**src/rtl/fifo_pop_stage.sv**
```systemverilog
// fifo_pop_stage: registered drain stage for a non-fall-through FIFO.
// Pops the FIFO head into a main/skid register pair and presents it on a
// valid/ready stream. The FIFO pop does not depend on the consumer's ready.
// Optional transfer counter enabled by defining FIFO_POP_STAGE_STATS_EN;
// without it count_o is tied to zero.
module fifo_pop_stage #(
  parameter int unsigned DATA_WIDTH = 32,
  parameter int unsigned CNT_WIDTH  = 16
) (
  input  logic                  clk_i,
  input  logic                  rst_i,
  input  logic                  flush_i,
  input  logic                  fifo_empty_i,
  input  logic [DATA_WIDTH-1:0] fifo_data_i,
  output logic                  fifo_pop_o,
  output logic                  valid_o,
  input  logic                  ready_i,
  output logic [DATA_WIDTH-1:0] data_o,
  output logic [CNT_WIDTH-1:0]  count_o
);

  logic [DATA_WIDTH-1:0] m_q;
  logic [DATA_WIDTH-1:0] s_q;
  logic                  m_vld_q;
  logic                  s_vld_q;
  logic                  m_vld_d;
  logic                  s_vld_d;
  logic                  push;
  logic                  pop;
  logic                  ld_m_in;
  logic                  ld_m_skid;
  logic                  ld_s_in;

  // Pop only when the skid slot is free, so the decision never sees ready_i.
  assign fifo_pop_o = !fifo_empty_i && !s_vld_q && !flush_i && !rst_i;
  assign push       = fifo_pop_o;
  assign pop        = m_vld_q && ready_i;
  assign valid_o    = m_vld_q;
  assign data_o     = m_q;

  // Next occupancy and data-load selects from current occupancy and events.
  always_comb begin
    m_vld_d   = m_vld_q;
    s_vld_d   = s_vld_q;
    ld_m_in   = 1'b0;
    ld_m_skid = 1'b0;
    ld_s_in   = 1'b0;
    if (rst_i || flush_i) begin
      m_vld_d = 1'b0;
      s_vld_d = 1'b0;
    end else begin
      case ({s_vld_q, m_vld_q})
        2'b00: begin
          if (push) begin
            ld_m_in = 1'b1;
            m_vld_d = 1'b1;
          end
        end
        2'b01: begin
          if (push && pop) begin
            ld_m_in = 1'b1;
          end else if (push) begin
            ld_s_in = 1'b1;
            s_vld_d = 1'b1;
          end else if (pop) begin
            m_vld_d = 1'b0;
          end
        end
        2'b11: begin
          if (pop) begin
            ld_m_skid = 1'b1;
            s_vld_d   = 1'b0;
          end
        end
        default: begin
          // Skid valid without main valid is unreachable; recover to empty.
          m_vld_d = 1'b0;
          s_vld_d = 1'b0;
        end
      endcase
    end
  end

  // Valid bits: the only reset state of the buffer.
  always_ff @(posedge clk_i) begin
    if (rst_i) begin
      m_vld_q <= 1'b0;
      s_vld_q <= 1'b0;
    end else begin
      m_vld_q <= m_vld_d;
      s_vld_q <= s_vld_d;
    end
  end

  // Data registers: load-enabled only, never reset.
  always_ff @(posedge clk_i) begin
    if (ld_m_in) begin
      m_q <= fifo_data_i;
    end else if (ld_m_skid) begin
      m_q <= s_q;
    end
    if (ld_s_in) begin
      s_q <= fifo_data_i;
    end
  end

`ifdef FIFO_POP_STAGE_STATS_EN
  logic [CNT_WIDTH-1:0] cnt_q;

  // Completed-transfer counter; survives flush, cleared only by reset.
  always_ff @(posedge clk_i) begin
    if (rst_i) begin
      cnt_q <= '0;
    end else if (pop && !flush_i) begin
      cnt_q <= cnt_q + CNT_WIDTH'(1);
    end
  end

  assign count_o = cnt_q;
`else
  assign count_o = '0;
`endif

endmodule
```
**config.mk**
```make
export PLATFORM = sky130hd
export DESIGN_NAME = fifo_pop_stage
export DESIGN_NICKNAME = d
export VERILOG_FILES = /design/src/rtl/fifo_pop_stage.sv
export SDC_FILE = /design/constraint.sdc
export NUM_CORES = 1
export LEC_CHECK = 0
export CAP_MARGIN = 20
export CORE_MARGIN = 10
export CORE_UTILIZATION = 41
export DETAILED_ROUTE_END_ITERATION = 8
export GPL_TIMING_DRIVEN = 1
export PLACE_DENSITY = 0.85
export SETUP_SLACK_MARGIN = 0.05
export SYNTH_ARGS = -nofsm -noshare
export SYNTH_HDL_FRONTEND = slang
export SYNTH_SLANG_ARGS = --single-unit
```
**constraint.sdc**
```tcl
create_clock -name clk_i -period 2.5 [get_ports clk_i]
set_clock_uncertainty 0.1 [all_clocks]
set_input_delay 0.25 -clock clk_i [delete_from_list [all_inputs] [get_ports clk_i]]
set_output_delay 0.25 -clock clk_i [all_outputs]
set_load 0.01 [all_outputs]
```
==> impl_metrics.yaml <==
critical_path:
  max_stage_delay_ps: 650
  path_delay_family: "buffers and inverters"
  end_kind: "output pin"
  cp_common_cell: "clkdlybuf4s50_1"
  crit_arrival_ps: 1780
  cp_slowest_cell: "clkdlybuf4s50_1"
  path_buf_inv: 2
  startpoint_type: "input port"
  crit_chain: "clkdlybuf4s50_1, nor4_4, clkdlybuf4s50_1"
  worstSetupPathType: "input port to output pin"
  required_ps: 2150
  crit_fanout: 3
power:
  powerDensity_mw_per_mm2: 640
  internal_power_mw: 1.89
  p_leak_nw: 1.38
  p_sw_uw: 458
  clkPwrFrac: 0.399
  seqPwrFrac: 0.525
  power_mw: 2.35
  p_sw_frac: 0.195
  pwr-share-comb: 0.076
  ir_drop_v: 0.000363
floorplan:
  chipWidth_microns: 101
  dieArea_sq_mm: 0.0102
  die_y_microns: 101
  rows: 29
  ioPinCount: 87
  core-area_sq_mm: 0.00635
  initial_core_util: 0.423
placed_design:
  gp_congestion: 0.666
  post-place-ws_ps: 238
  io_buffer_count: 70
  dp_hpwl_microns: 3830
finish:
  regArea_sq_mm: 0.00196
  num-nets-final: 250
  final_layout_size_suffix_gt1_frac: 0.248
  fillCellCount: 497
  diodes: 0
  syn_to_final_growth_pct: 36.6
  multi_input_area_sq_um: 629
synth:
  syn_area_per_cell_sq_um: 20.4
  syn-instance-count: 132
  ys_seq_area_frac: 0.730
  synth-seq-cells: 66
  synth_top_area_cell: "edfxtp_1"
  ys_warn_count: 0
  synth_top_area_frac: 0.715
  ys_top_cells_by_area: "edfxtp_1, mux2_4, buf_4"
  netlist_area_sq_mm: 0.00269
  synth_cell_type_count: 16
global_route:
  grt_pass1_vias: 1534
  grt.total_usage: 0.103
  antenna_found_initial: 0
  grt_pass1_wl_microns: 7960
  grt_remaining_overflow: 0
  grt_max_degree: 33
timing:
  min_period_ps: 2130
  finalCritPeriodShare: 0.854
  setup_viol: 0
  grt_setup_unrepaired: "false"
  timing.final.ws_setup_ps: 365
  hold_violations: 0
  finalMaxSlewViolations: 0
  max_freq_mhz: 468
  setup_tns_ps: 0
detailed_routing:
  drt_wl_total_microns: 5060
  wire_per_inst_microns: 17.2
  viasPerCell: 4.56
  drt_first_iter_violations: 38
  vias: 1344
  drc: 0
  dr.pass1.iters: 4
  drtAntennaViolNets: 0
cts:
  clock_latency_ps: 340
  cts_tree: "done"
  h-tree-depth: 3
  cts_max_path_buffers: 2
  ctsHoldBuffers: 0
  cts_resized: 0
  cts-buffers-inserted: 9
  post_cts_buffers: 0
  cts.sinks: 66
  root_buffer: "clkbuf_8"
  path_clk_slew_ps: 70
run_status:
  status: "complete, no violations"
run:
  max_cap_violations: 0
worst_hold_path:
  holdCritPathClass: "input port to flip-flop"
## synthesized netlist by cell type
library cell / instances
o21ai_0: 2
nand2_4: 1
nor4_4: 1
conb_1: 1
buf_4: 16
dfxtp_1: 2
and3b_1: 1
inv_1: 2
mux2_4: 30
mux2_2: 2
buf_6: 3
nor3_1: 1
a22oi_1: 1
nor2_1: 3
edfxtp_1: 64
nand2b_1: 2
## power by group through the flow
stage | logic (mW) | registers [mW] | clock network (mW)
after CTS | 0.181 | 1.23 | 0.965
after detailed placement | 0.181 | 1.26 | 0
after global routing | 0.192 | 1.23 | 1.02
after floorplan | 0.0837 | 1.27 | 0
after global placement | 0.176 | 1.26 | 0
final | 0.178 | 1.23 | 0.937
## worst register-to-register path, cell delays in order (launching register included)
cell     delay (ps)
dfxtp_1         360
nor4_4          370
nand2_4         190
buf_12          230
mux2_4          320
## layout make-up
| class | count | area share |
|---|---|---|
| flip-flops and latches | 66 | 0.534 |
| repair buffers | 74 | 0.209 |
| multi-input cells | 60 | 0.171 |
| clock buffers | 10 | 0.0348 |
| well taps | 77 | 0.0262 |
| clock inverters | 6 | 0.0221 |
| inverters | 2 | 0.00204 |
## per-layer routing
metal,up-vias,GRT usage,wire length (microns)
li1,635,-,-
met1,653,0.101,1820
met2,49,0.175,2700
met3,7,0.0590,473
met4,0,0.0450,66
met5,-,0,0
## sequential cells by signal (all words and copies together) (netlist names)
register / flops
data_o: 32
s_q: 32
s_vld_q: 1
valid_o: 1
## layout by cell type (no fill, tap or decap)
| cell type | synthesis | layout |
|---|---|---|
| dfxtp_1 | 2 | 2 |
| and3b_2 | 0 | 1 |
| bufinv_16 | 0 | 2 |
| conb_1 | 1 | 16 |
| buf_4 | 16 | 1 |
| clkinv_2 | 0 | 2 |
| clkinv_1 | 0 | 1 |
| a22oi_1 | 1 | 1 |
| o21ai_0 | 2 | 2 |
| nor2_1 | 3 | 2 |
| mux2_4 | 30 | 30 |
| nor4_4 | 1 | 1 |
| edfxtp_1 | 64 | 64 |
| buf_12 | 0 | 3 |
| mux2_2 | 2 | 2 |
| nand2_4 | 1 | 1 |
| nor2_4 | 0 | 1 |
| nand2b_1 | 2 | 2 |
| nor3_1 | 1 | 1 |
| clkbuf_1 | 0 | 1 |
| clkdlybuf4s50_1 | 0 | 70 |
| clkbuf_8 | 0 | 9 |
| inv_1 | 2 | 2 |
| clkinvlp_4 | 0 | 1 |
## path summary, 6_finish.rpt
path                                           start              endpoint  slack [ps]  cells past startpoint
worst max-delay path                           rst_i            fifo_pop_o         370                      3
worst min-delay path                 fifo_data_i[20]     s_q[20]$_DFFE_PP_         390                      1
worst max register to register  s_vld_q$_SDFFE_PP0P_  data_o[18]$_DFFE_PP_         690                      4
worst min register to register     s_q[25]$_DFFE_PP_  data_o[25]$_DFFE_PP_         450                      1
## cells by family after synthesis
kind of cell	Yosys count	share of synthesized area
flip-flops	66	0.730
multiplexers	32	0.176
buffers and inverters	21	0.0601
AND/OR/NAND/NOR	9	0.0261
AO/OA/AOI/OAI	3	0.00652
other	1	0.00140
## stage by stage
step                 util  cell area [sq um]  hold WS [ps]  instances
floorplan               -               2750           227        147
global placement    0.545               3460           430        279
detailed placement  0.545               3460           439        279
CTS                 0.578               3670           378        295
global route        0.578               3670           382        295
finish              0.578               3670           392        295
No activity file was read; power rests on OpenSTA's default activity.
